## src/rtl/sr_drv_pkg.sv

```systemverilog
// Shared definitions for the SR-latch driver: FSM encoding, synchroniser depth
// and the feedback comparison used when a command completes.
package sr_drv_pkg;

    localparam int SYNC_STAGES = 2;

    typedef enum logic [1:0] {
        IDLE   = 2'd0,
        PULSE  = 2'd1,
        SETTLE = 2'd2,
        DONE   = 2'd3
    } drv_state_e;

    // True when the synchronised latch outputs disagree with the commanded value.
    function automatic logic fb_mismatch(
        input logic exp_q,
        input logic q_sync,
        input logic qbar_sync
    );
        return (q_sync != exp_q) || (qbar_sync != ~exp_q);
    endfunction

endpackage

```

## src/rtl/sr_latch_driver_if.sv

```systemverilog
// Command/status handshake between a requester and the SR-latch driver.
interface sr_latch_driver_if;
    import sr_drv_pkg::*;

    logic req_valid;
    logic req_set;
    logic ready;
    logic done;
    logic err;
    logic expected_q;

    modport master (
        output req_valid,
        output req_set,
        input  ready,
        input  done,
        input  err,
        input  expected_q
    );

    modport slave (
        input  req_valid,
        input  req_set,
        output ready,
        output done,
        output err,
        output expected_q
    );

endinterface

```

## src/rtl/sync_2ff.sv

```systemverilog
// Two-flop synchroniser, two bits wide, for the asynchronous latch feedback.
module sync_2ff
    import sr_drv_pkg::*;
(
    input  logic       clk,
    input  logic       reset,
    input  logic [1:0] din,
    output logic [1:0] dout
);

    genvar gi;
    generate
        for (gi = 0; gi < 2; gi++) begin : g_bit
            logic [SYNC_STAGES-1:0] stage_q;

            always_ff @(posedge clk) begin
                if (reset) begin
                    stage_q <= '0;
                end else begin
                    stage_q <= {stage_q[SYNC_STAGES-2:0], din[gi]};
                end
            end

            assign dout[gi] = stage_q[SYNC_STAGES-1];
        end
    endgenerate

endmodule

```

## src/rtl/sr_latch_driver.sv

```systemverilog
// Drives a NAND SR latch with one fixed-width active-low pulse per accepted
// command, then checks the synchronised q/qbar against the commanded value.
module sr_latch_driver
    import sr_drv_pkg::*;
#(
    parameter int PULSE_CYCLES  = 2,
    parameter int SETTLE_CYCLES = 3,
    parameter int CNT_W         = 4
) (
    input  logic              clk,
    input  logic              reset,
    sr_latch_driver_if.slave  cmd,
    output logic              sbar,
    output logic              rbar,
    input  logic              q_fb,
    input  logic              qbar_fb
);

    localparam longint CNT_MAX     = (64'd1 << CNT_W) - 64'd1;
    localparam logic [CNT_W-1:0] PULSE_LOAD  = CNT_W'(PULSE_CYCLES - 1);
    localparam logic [CNT_W-1:0] SETTLE_LOAD = CNT_W'(SETTLE_CYCLES - 1);

    generate
        if (PULSE_CYCLES < 1) begin : g_bad_pulse
            $error("sr_latch_driver: PULSE_CYCLES must be at least 1");
        end
        if (SETTLE_CYCLES < SYNC_STAGES + 1) begin : g_bad_settle
            $error("sr_latch_driver: SETTLE_CYCLES must cover the feedback synchroniser");
        end
        if ((longint'(PULSE_CYCLES) - 1 > CNT_MAX) ||
            (longint'(SETTLE_CYCLES) - 1 > CNT_MAX)) begin : g_bad_cnt
            $error("sr_latch_driver: CNT_W too narrow for the pulse/settle counts");
        end
    endgenerate

    drv_state_e       state_q, state_d;
    logic [CNT_W-1:0] cnt_q, cnt_d;
    logic             sbar_q, sbar_d;
    logic             rbar_q, rbar_d;
    logic             ready_q, ready_d;
    logic             done_q, done_d;
    logic             err_q, err_d;
    logic             exp_q, exp_d;
    logic [1:0]       fb_sync;

    sync_2ff u_sync (
        .clk   (clk),
        .reset (reset),
        .din   ({q_fb, qbar_fb}),
        .dout  (fb_sync)
    );

    always_ff @(posedge clk) begin
        if (reset) begin
            state_q <= IDLE;
            cnt_q   <= '0;
            sbar_q  <= 1'b1;
            rbar_q  <= 1'b1;
            ready_q <= 1'b1;
            done_q  <= 1'b0;
            err_q   <= 1'b0;
            exp_q   <= 1'b0;
        end else begin
            state_q <= state_d;
            cnt_q   <= cnt_d;
            sbar_q  <= sbar_d;
            rbar_q  <= rbar_d;
            ready_q <= ready_d;
            done_q  <= done_d;
            err_q   <= err_d;
            exp_q   <= exp_d;
        end
    end

    // Line values are computed for the state being entered, so the registered
    // outputs line up with the state register. The pulse drives sbar/rbar as
    // complements, which makes the both-low combination unreachable.
    always_comb begin
        state_d = state_q;
        cnt_d   = cnt_q;
        sbar_d  = 1'b1;
        rbar_d  = 1'b1;
        ready_d = 1'b0;
        done_d  = 1'b0;
        err_d   = err_q;
        exp_d   = exp_q;

        unique case (state_q)
            IDLE: begin
                ready_d = 1'b1;
                if (cmd.req_valid) begin
                    state_d = PULSE;
                    cnt_d   = PULSE_LOAD;
                    exp_d   = cmd.req_set;
                    sbar_d  = ~cmd.req_set;
                    rbar_d  = cmd.req_set;
                    ready_d = 1'b0;
                end
            end

            PULSE: begin
                if (cnt_q == '0) begin
                    state_d = SETTLE;
                    cnt_d   = SETTLE_LOAD;
                end else begin
                    cnt_d  = cnt_q - CNT_W'(1);
                    sbar_d = ~exp_q;
                    rbar_d = exp_q;
                end
            end

            SETTLE: begin
                if (cnt_q == '0) begin
                    state_d = DONE;
                    done_d  = 1'b1;
                    err_d   = fb_mismatch(exp_q, fb_sync[1], fb_sync[0]);
                end else begin
                    cnt_d = cnt_q - CNT_W'(1);
                end
            end

            DONE: begin
                state_d = IDLE;
                cnt_d   = '0;
                ready_d = 1'b1;
            end

            default: begin
                state_d = IDLE;
                cnt_d   = '0;
                ready_d = 1'b1;
            end
        endcase
    end

    assign sbar           = sbar_q;
    assign rbar           = rbar_q;
    assign cmd.ready      = ready_q;
    assign cmd.done       = done_q;
    assign cmd.err        = err_q;
    assign cmd.expected_q = exp_q;

endmodule

```

## src/flat_wrapper.sv

```systemverilog
// flat-port wrapper written by rule: the top's interface ports become plain ports
module sr_latch_driver_flat import sr_drv_pkg::*;
#(
    parameter int PULSE_CYCLES  = 2,
    parameter int SETTLE_CYCLES = 3,
    parameter int CNT_W         = 4
)
  (clk, reset, sbar, rbar, q_fb, qbar_fb, cmd_req_valid, cmd_req_set, cmd_ready, cmd_done, cmd_err, cmd_expected_q);
  sr_latch_driver_if cmd_i ();
  input  logic clk;
  input  logic reset;
  output logic sbar;
  output logic rbar;
  input  logic q_fb;
  input  logic qbar_fb;
  input wire logic [$bits(cmd_i.req_valid)-1:0] cmd_req_valid;
  input wire logic [$bits(cmd_i.req_set)-1:0] cmd_req_set;
  output wire logic [$bits(cmd_i.ready)-1:0] cmd_ready;
  output wire logic [$bits(cmd_i.done)-1:0] cmd_done;
  output wire logic [$bits(cmd_i.err)-1:0] cmd_err;
  output wire logic [$bits(cmd_i.expected_q)-1:0] cmd_expected_q;
  assign cmd_i.req_valid = cmd_req_valid;
  assign cmd_i.req_set = cmd_req_set;
  assign cmd_ready = cmd_i.ready;
  assign cmd_done = cmd_i.done;
  assign cmd_err = cmd_i.err;
  assign cmd_expected_q = cmd_i.expected_q;
  sr_latch_driver #(.PULSE_CYCLES(PULSE_CYCLES), .SETTLE_CYCLES(SETTLE_CYCLES), .CNT_W(CNT_W)) u_core (.clk(clk), .reset(reset), .cmd(cmd_i), .sbar(sbar), .rbar(rbar), .q_fb(q_fb), .qbar_fb(qbar_fb));
endmodule
```

## config.mk

```make
export PLATFORM = sky130hd
export DESIGN_NAME = sr_latch_driver_flat
export DESIGN_NICKNAME = d
export VERILOG_FILES = /design/src/rtl/sr_drv_pkg.sv /design/src/rtl/sr_latch_driver_if.sv /design/src/rtl/sync_2ff.sv /design/src/rtl/sr_latch_driver.sv /design/src/flat_wrapper.sv
export SDC_FILE = /design/constraint.sdc
export NUM_CORES = 1
export LEC_CHECK = 0
export BUFFER_PORTS_ARGS = -buffer_cell sky130_fd_sc_hd__buf_2
export CORE_MARGIN = 2
export CORE_UTILIZATION = 30
export CTS_BUF_LIST = sky130_fd_sc_hd__clkbuf_8
export DETAILED_ROUTE_END_ITERATION = 10
export PLACE_DENSITY = 0.52
export SLEW_MARGIN = 30
export SYNTH_ARGS = -nofsm -noshare
export SYNTH_HDL_FRONTEND = slang
export SYNTH_SLANG_ARGS = --single-unit
```

## constraint.sdc

```tcl
create_clock -name clk -period 1.9 [get_ports clk]
set_input_delay 0.38 -clock clk [delete_from_list [all_inputs] [get_ports clk]]
set_output_delay 0.38 -clock clk [all_outputs]
set_load 0.1 [all_outputs]
```

[Word level (Yosys, flattened, before mapping)]
Cells that the tools add are included.
Widths: inputs -> output; s select.
Storage, ports and cells
  bits in registers: 16
  input port bits: 6
  logic and storage cells: 48
  output and inout port bits: 6
Cells by class
  add/sub/neg operators: 1
  reductions and logical operators: 8
  muxes and demuxes: 17
  bitwise logic cells: 3
  eq/ne operators: 9
Operators with widths (count)
  $pmux 4 s4: 1
  $mux 4: 3
  $pmux 2 s4: 1
  $mux 1: 6
  $mux 2: 3
  $pmux 1 s2: 3
  $reduce_and 2->1: 3
  $eq 2x2->1 const B: 2
  $logic_not 4->1: 1
  $ne 2x1->1 const B: 2
  $ne 2x2->1 const B: 2
  $sub 4x1->4 const B: 1
  $not 1->1: 3
  $reduce_and 3->1: 1
  $eq 2x1->1 const B: 1
  $logic_not 2->1: 1
  $ne 1x1->1: 2
  $reduce_or 2->1: 1
  $logic_or 1x1->1: 1

[Logic depth before layout (Yosys ltp)]
Gate-level depths: netlist of the first run.
  depth after elaboration: 3
  gate-level depth with buffers: 6

[Hierarchy]
A second synthesis of the first run with hierarchy kept.
Unflattened totals
  cells, all modules: 85
  area total of the unflattened synthesis: 795.8 um2
Modules (own cells, without submodules)
  sr_latch_driver: seq. area each 240.2 um2, area each 675.6 um2, cells each 75, instances 1
  sync_2ff: seq. area each 80.1 um2, area each 120.1 um2, cells each 10, instances 1

[Worst setup path before layout of the first run]
No wires, ideal clock.
  path type: reg2reg
  start point: register u_core.cnt_q[0]
  end point: register u_core.state_q[0]
  setup time: 0.086 ns
  arrival: 1.442 ns
  cell stages (with the launch flop): 6
  setup slack: 0.373 ns
  period minus slack after synthesis: 1.527 ns
  path through: dfxtp_1 > inv_1 > ha_1 > or3b_2 > a21o_1 > a211oi_1
Between the ends
  word-level cells in the longest chain between the ends: 3
Ends and longest elaborated chain
  start, declared: RTL line sr_latch_driver.sv:37  | logic [CNT_W-1:0] cnt_q, cnt_d;
  start signal, assigned: RTL line sr_latch_driver.sv:65  | cnt_q <= cnt_d;
  $logic_not 4->1 (*): RTL line sr_latch_driver.sv:102, sr_latch_driver.sv:113
  $ne 2x1->1 (no line)
  $reduce_and 3->1 (no line) (*)
  end signal, assigned: RTL line sr_latch_driver.sv:64  | state_q <= state_d;
  end, declared: RTL line sr_latch_driver.sv:36  | drv_state_e state_q, state_d;
Every way passes the cells marked *; elsewhere a longest branch is shown, timed or not.
A chain may end at the register's enable or synchronous reset.

[Worst setup path after layout of the first run]
Ends and elaborated chain as after synthesis.

==> reports/metrics.yaml, run 1 <==
cp.required_ps: 2070
finalNetCount: 110
synthTopCellsByArea: "dfxtp_1 (42%), ha_1 (9.9%), nor2b_1 (4.1%), o21ai_0 (4.0%), inv_1 (3.5%)"
yosysMostFrequentCell: "dfxtp_1"
grt_overflow: 0
place_hpwl_um: 1070
post_cts_buffers: 0
final_cells: 127
hold_violations: 0
cts.sink_count: 16
cap_violations: 0
worstMarginPinSlew_ps: 484
grt_start_max_net_pins: 15
die_height_um: 54.3
cp_max_fo: 5
cts_tree: "built"
clock.fmax_mhz: 597
finalWirelength_um: 1470
cp-end-kind: "register"
fp-row-count: 18
yosysTopAreaCell: "dfxtp_1"
htreeDepth: 1
clkTransAtPathRegs_ps: 70
dp_cells: 123
ys_seq_area_share_pct: 42.2
start_util_pct: 31.2
synth_top_cell_area_share_pct: 42.2
port_buffers: 11
dr.pass1.iters: 4
vias: 637
antenna_found_initial: 0
synth_async_sr_flop_share_pct: 0
antenna_left: 0
rsz0062_at_grt: "no"
synth_edf_count: 0
ir_drop_v: 0.000672
synth_area_per_cell_um2: 9.14
dp_worst_setup_slack_ps: 227
num_antenna_cells: 0
yosysWarnings: 0
p_per_area_nw_per_um2: 1780
grt_pass1_vias: 535
syn_to_final_growth_pct: 19.5
die_width_um: 54.3
gp_congestion: 0.874
cts_made_buffers: 3
syn_area_um2: 758
min_period_ps: 1680
worstSetupPathType: "register to register"
cp.arrival_ps: 1840
hold_path_class: "input port to register"
synth-seq-cells: 16
start_kind: "register"
outcome: "complete, no violations"
fillCellCount: 253
period_share_pct: 88.2
cts_root_buffer: "clkbuf_8"
synthFlopType: "dfxtp_1"
route.detailed.drc: 0
synthTopCellsByCount: "dfxtp_1 (16), inv_1 (7), nand2_1 (7), ha_1 (6), o21ai_0 (6)"
cts_max_path_buffers: 2
syn_inst: 83
power.leakage_nw: 0.370
drt-initial-drc-count: 13
wl_per_cell_um: 11.6
core_area_um2: 2430
track_usage_pct: 11.8
drv_slew: 0
cts_resized: 0
ys_types: 30
viasPerCell: 5.02
grt_pass1_wl_um: 2410
fin_tns_setup_ps: 0
fin_ws_ps: 224
max-slew-margin-rel_pct: 67.9
clock_latency_ps: 250
drive_gt1_share_pct: 19.6
clock_skew_ps: 3.04
cts-hold-fix-buffers: 0
setup_viol: 0
dieArea_um2: 2950
synth.net_count: 95
ioPinCount: 12
-- state kept, by name (all words and copies together) (netlist names) --
signal	cells
u_core.cmd.done	1
u_core.state_q	2
u_core.cmd.ready	1
u_core.cmd.err	1
u_core.cmd.expected_q	1
u_core.rbar	1
u_core.u_sync.g_bit.stage_q	4
u_core.sbar	1
u_core.cnt_q	4
-- worst paths after layout --
check,start,to,slack [ps],cells past startpoint
worst max-delay path,u_core.cnt_q[0],u_core.state_q[0],220,5
worst min-delay path,q_fb,u_core.u_sync.g_bit[1].stage_q[0],340,2
worst max register to register,u_core.cnt_q[0],u_core.state_q[0],220,5
worst min register to register,u_core.u_sync.g_bit[1].stage_q[0],u_core.u_sync.g_bit[1].stage_q[1],430,1
-- final cells by class --
type | instances | area (um^2) | share of cell area [%]
sequential | 16 | 320 | 35.4
clock buffer | 4 | 55.1 | 6.08
tap | 30 | 37.5 | 4.14
multi-input combinational | 58 | 404 | 44.6
inverter | 7 | 26.3 | 2.90
timing repair buffer | 12 | 62.6 | 6.91
-- stage by stage --
step	utilization [%]	power [mW]	hold slack (ps)	cell area, um^2
6_report	37.2	1.61	336	906
5_1_grt	37.2	1.72	346	906
4_1_cts	37.2	1.62	336	906
3_5_place_dp	35.0	1.32	425	851
3_3_place_gp	35.0	1.32	419	851
2_1_floorplan	-	1.15	414	758
-- worst max-delay path, cell delays in order, from the launching register on --
cell and delay (ps):
dfxtp_1 320, inv_1 110, ha_1 210, or3b_2 520
a21o_1 210, a211oi_1 230
-- cell families (layout without fill, tap and decap cells) --
logic type                 Yosys count  count (layout)  share of synthesized area [%]
DFF                                 16              16                           42.2
AOI/OAI and AO/OA                   21              21                           18.3
buffers and inverters                9              23                           4.46
muxes                                1               1                           1.32
and+or+nand+nor                     30              30                           23.8
adders and majority gates            6               6                           9.90
-- cell usage in the layout, fill, tap and decap left out, types with 4 or more instances in the layout --
cell,Yosys,final
ha_1,6,6
clkbuf_8,0,4
inv_1,7,7
o21ai_0,6,6
buf_2,0,11
a21oi_1,4,4
dfxtp_1,16,16
nor2b_1,5,5
nand2_1,7,7
-- report_power, final --
group	switching, mW	total (mW)	internal, mW	leakage [nW]
logic	0.579	0.847	0.268	0.209
clock network	0.119	0.303	0.184	0.0288
registers	0.0477	0.463	0.415	0.132
total	0.746	1.61	0.867	0.370
-- per-layer routing --
metal	track usage, %	part of all wire [%]	vias to the layer above
li1	-	-	321
met1	13.7	47	297
met2	19.5	47	15
met3	3.28	3.5	4
met4	6.25	2.5	0
met5	0	0	-
Note: power is estimated with default switching activity, not from simulation.
==> run 2, diff against run 1 <==
CTS_BUF_LIST = not set   (was sky130_fd_sc_hd__clkbuf_8)
==> reports/metrics.yaml, run 2 (synthesis results as in run 1) <==
outcome: "complete, no violations"
reg2reg_from: "u_core.cnt_q[0]"
antenna_found_initial: 0
cp_max_fo: 5
cts_made_buffers: 3
cts_max_path_buffers: 2
cp.depth: 5
drv_slew: 0
startpoint: "u_core.cnt_q[0]"
reg2reg_depth: 5
critPathMaxStageDelay_ps: 520
cts_resized: 0
crit_chain: "inv_1, ha_1, or3b_2, a21o_1, a211oi_1"
fin_tns_setup_ps: 0
largestRegisters: "u_core.cnt_q x4, u_core.u_sync.g_bit.stage_q x4, u_core.state_q x2"
gp_congestion: 0.874
port_buffers: 11
cts-hold-fix-buffers: 0
finalNetCount: 110
power.leakage_nw: 0.362
rsz0062_at_grt: "no"
htreeDepth: 1
grt_start_max_net_pins: 15
place_hpwl_um: 1070
path_buf_inv: 1
clkTransAtPathRegs_ps: 100
hold_path_class: "input port to register"
cts_tree: "built"
finalWirelength_um: 1450
syn_to_final_growth_pct: 17.0
dieArea_um2: 2950
cp.required_ps: 2110
drive_gt1_share_pct: 19.6
max-slew-margin-rel_pct: 67.9
setup_viol: 0
worstSetupPathType: "register to register"
cp.arrival_ps: 1890
core_area_um2: 2430
cts.sink_count: 16
fp-row-count: 18
route.detailed.drc: 0
dr.pass1.iters: 4
p_per_area_nw_per_um2: 1730
period_share_pct: 88.5
wl_per_cell_um: 11.4
grt_overflow: 0
reg2reg_to: "u_core.state_q[0]"
fin_ws_ps: 218
grt_pass1_vias: 535
track_usage_pct: 11.8
critPathCapture: "u_core.state_q[0]"
min_period_ps: 1680
die_height_um: 54.3
viasPerCell: 5.02
cp-end-kind: "register"
crit_slowest_cell: "or3b_2"
dp_worst_setup_slack_ps: 227
cp_top_family: "simple AND/OR/NAND/NOR gates"
ioPinCount: 12
hold_violations: 0
mostFrequentLayoutCell: "dfxtp_1"
vias: 637
antenna_left: 0
start_kind: "register"
clock_latency_ps: 290
start_util_pct: 31.2
worstMarginPinSlew_ps: 484
cts_root_buffer: "clkbuf_4"
drt-initial-drc-count: 10
grt_pass1_wl_um: 2380
die_width_um: 54.3
num_antenna_cells: 0
clock.fmax_mhz: 594
post_cts_buffers: 0
cap_violations: 0
r2r_setup_slack_ps: 220
ir_drop_v: 0.000670
layout_common_cells: "dfxtp_1 (16), buf_2 (11), inv_1 (7), nand2_1 (7)"
clock_skew_ps: 3.49
run 2: changes by cell type in the layout (fill, tap and decap cells not counted):
cell and change:
clkbuf_4 +3, clkbuf_8 -3
run 2: where the power goes:
part | internal (mW) | leakage (nW) | switching (mW)
clock | 0.117 | 0.0210 | 0.111
combinational | 0.269 | 0.209 | 0.576
sequential | 0.414 | 0.132 | 0.0476
total | 0.800 | 0.362 | 0.735
run 2: worst min-delay path by stage:
stage                                                 start                           endpoint  cells after the start
after global routing                                   q_fb  u_core.u_sync.g_bit[1].stage_q[0]                      2
final                                                  q_fb  u_core.u_sync.g_bit[1].stage_q[0]                      2
after global placement    u_core.u_sync.g_bit[1].stage_q[0]  u_core.u_sync.g_bit[1].stage_q[1]                      1
after floorplan           u_core.u_sync.g_bit[0].stage_q[0]  u_core.u_sync.g_bit[0].stage_q[1]                      1
after detailed placement  u_core.u_sync.g_bit[0].stage_q[0]  u_core.u_sync.g_bit[0].stage_q[1]                      1
after CTS                                              q_fb  u_core.u_sync.g_bit[1].stage_q[0]                      2
run 2: layer usage:
| metal | wire, um | track usage (%) | vias to the layer above |
|---|---|---|---|
| met5 | 0 | 0 | - |
| met4 | 35 | 7.50 | 0 |
| met3 | 61 | 3.28 | 4 |
| met2 | 683 | 19.1 | 17 |
| met1 | 674 | 13.5 | 294 |
| li1 | - | - | 322 |
run 2: layout make-up:
| cell class | count | area [um^2] |
|---|---|---|
| flip-flops and latches | 16 | 320 |
| multi-input cells | 58 | 404 |
| fillers | 256 | 1550 |
| inverters | 7 | 26.3 |
| repair buffers | 12 | 62.6 |
| clock buffers | 4 | 36.3 |
| well taps | 30 | 37.5 |
run 2: worst reg2reg max path: stages, from the launching register on:
cell and delay [ps]:
dfxtp_1 330, inv_1 110, ha_1 210, or3b_2 520
a21o_1 210, a211oi_1 220
run 2: per-stage QoR:
| step | hold WS [ps] | cell area (um^2) | cells | power [mW] | util, % |
|---|---|---|---|---|---|
| 2_1_floorplan | 414 | 758 | 83 | 1.15 | - |
| 3_3_place_gp | 419 | 851 | 123 | 1.32 | 35.0 |
| 3_5_place_dp | 425 | 851 | 123 | 1.32 | 35.0 |
| 4_1_cts | 291 | 887 | 127 | 1.55 | 36.5 |
| 5_1_grt | 298 | 887 | 127 | 1.64 | 36.5 |
| 6_report | 295 | 887 | 127 | 1.53 | 36.5 |
==> run 3, diff against run 2 <==
clock period = 1.7 ns   (was 1.9 ns; I/O delays follow)
==> reports/metrics.yaml, run 3 (synthesis results as in run 1) <==
outcome: "complete, no violations"
cts_max_path_buffers: 2
gp_congestion: 0.827
dr.pass1.iters: 4
setup_viol: 0
ioPinCount: 12
htreeDepth: 1
crit_slowest_cell: "or4_1"
critPathMaxStageDelay_ps: 410
start_util_pct: 31.2
fin_tns_setup_ps: 0
p_per_area_nw_per_um2: 1960
drv_slew: 0
ir_drop_v: 0.000615
antenna_found_initial: 0
dieArea_um2: 2950
cp_max_fo: 7
clock_latency_ps: 300
power.leakage_nw: 0.370
cts_root_buffer: "clkbuf_4"
place_hpwl_um: 1150
grt_pass1_vias: 575
wl_met2_um: 727
cts-hold-fix-buffers: 0
layout_common_cells: "dfxtp_1 (15), buf_2 (11), inv_1 (7), nand2_1 (7), o21ai_0 (6)"
min_period_ps: 1580
met1Wirelength_um: 734
cts_tree: "built"
cap_violations: 0
finalNetCount: 112
cp-end-kind: "register"
crit_chain: "inv_1, ha_1, o21bai_1, or4_1, a31oi_1"
drt-initial-drc-count: 9
clkTransAtPathRegs_ps: 100
multi_input_area_um2: 409
wl_met3_um: 51
drive_gt1_share_pct: 23.2
hold_path_class: "input port to register"
start_kind: "register"
syn_to_final_growth_pct: 19.8
track_usage_pct: 12.1
vias: 632
power_mw: 1.78
path_buf_inv: 1
worstSetupPathType: "register to register"
fp-row-count: 18
cp.arrival_ps: 1810
wl_per_cell_um: 12.2
grt_pass1_wl_um: 2420
die_height_um: 54.3
antenna_left: 0
cp_top_family: "simple AND/OR/NAND/NOR gates"
core_area_um2: 2430
rsz0062_at_grt: "no"
cts.sink_count: 16
top_layer: "met4"
hold_violations: 0
period_share_pct: 92.8
viasPerCell: 4.90
clock.fmax_mhz: 634
clock_skew_ps: 5.69
cp.required_ps: 1930
cts_made_buffers: 3
max-slew-margin-rel_pct: 67.9
largestRegisters: "u_core.cnt_q x4, u_core.u_sync.g_bit.stage_q x4, u_core.state_q x2"
port_buffers: 11
grt_overflow: 0
finalWirelength_um: 1570
mostFrequentLayoutCell: "dfxtp_1"
die_width_um: 54.3
fillCellCount: 250
grt_start_max_net_pins: 15
regArea_um2: 322
worstMarginPinSlew_ps: 485
num_antenna_cells: 0
route.detailed.drc: 0
[run 3: cell count changes in the layout (fill, tap and decap cells not counted)]
cell,delta
buf_4,+2
dfxtp_1,-1
dfxtp_2,+1
ha_1,-1
ha_2,+1
or3b_2,-1
or3b_4,+1
[run 3: final timing paths]
| kind | slack, ps | cells past startpoint | endpoint | from |
|---|---|---|---|---|
| setup / recovery | 120 | 5 | u_core.cnt_q[3] | u_core.state_q[1] |
| hold reg to reg | 440 | 1 | u_core.u_sync.g_bit[1].stage_q[1] | u_core.u_sync.g_bit[1].stage_q[0] |
| hold / removal | 250 | 2 | u_core.u_sync.g_bit[0].stage_q[0] | qbar_fb |
| setup reg to reg | 120 | 5 | u_core.cnt_q[3] | u_core.state_q[1] |
[run 3: worst reg2reg max path, delay by kind of cell (launching register included)]
kind | cells | cell delay [ps]
adders and majority gates | 1 | 250
and+or+nand+nor | 1 | 410
AOI/OAI and AO/OA | 2 | 380
DFF | 1 | 390
buffers and inverters | 1 | 70
[run 3: stage by stage]
stage                     utilization (%)  setup slack [ps]  cells  hold slack [ps]  area (um^2)
after floorplan                         -               173     83              412          758
after global placement               35.6               124    125              420          866
after detailed placement             35.6              64.0    125              425          866
after CTS                            37.1              44.2    129              247          902
after global routing                 37.3              32.2    129              253          908
final                                37.3               123    129              253          908
[run 3: per-layer routing]
metal	track usage, %	up-vias
met5	0	-
met4	11.3	0
met3	3.28	4
met2	19.1	10
met1	12.9	292
li1	-	326
[run 3: final cells by class]
type | instances | share of cell area (%)
well taps | 30 | 4.13
flip-flops and latches | 16 | 35.4
clock buffers | 4 | 3.99
repair buffers | 14 | 8.54
multi-input cells | 58 | 45.0
inverters | 7 | 2.89
[run 3: where the power goes]
part	switching (mW)	internal, mW
Sequential	0.0551	0.465
Combinational	0.652	0.347
Clock	0.133	0.131
Total	0.841	0.943
[run 3: timing repair]
item / in CTS / in global routing
setup endpoints to repair: 0 / 2
buffers inserted: 0 / 0
gates resized for setup: 0 / 3
endpoints found under the hold margin: 0 / 0
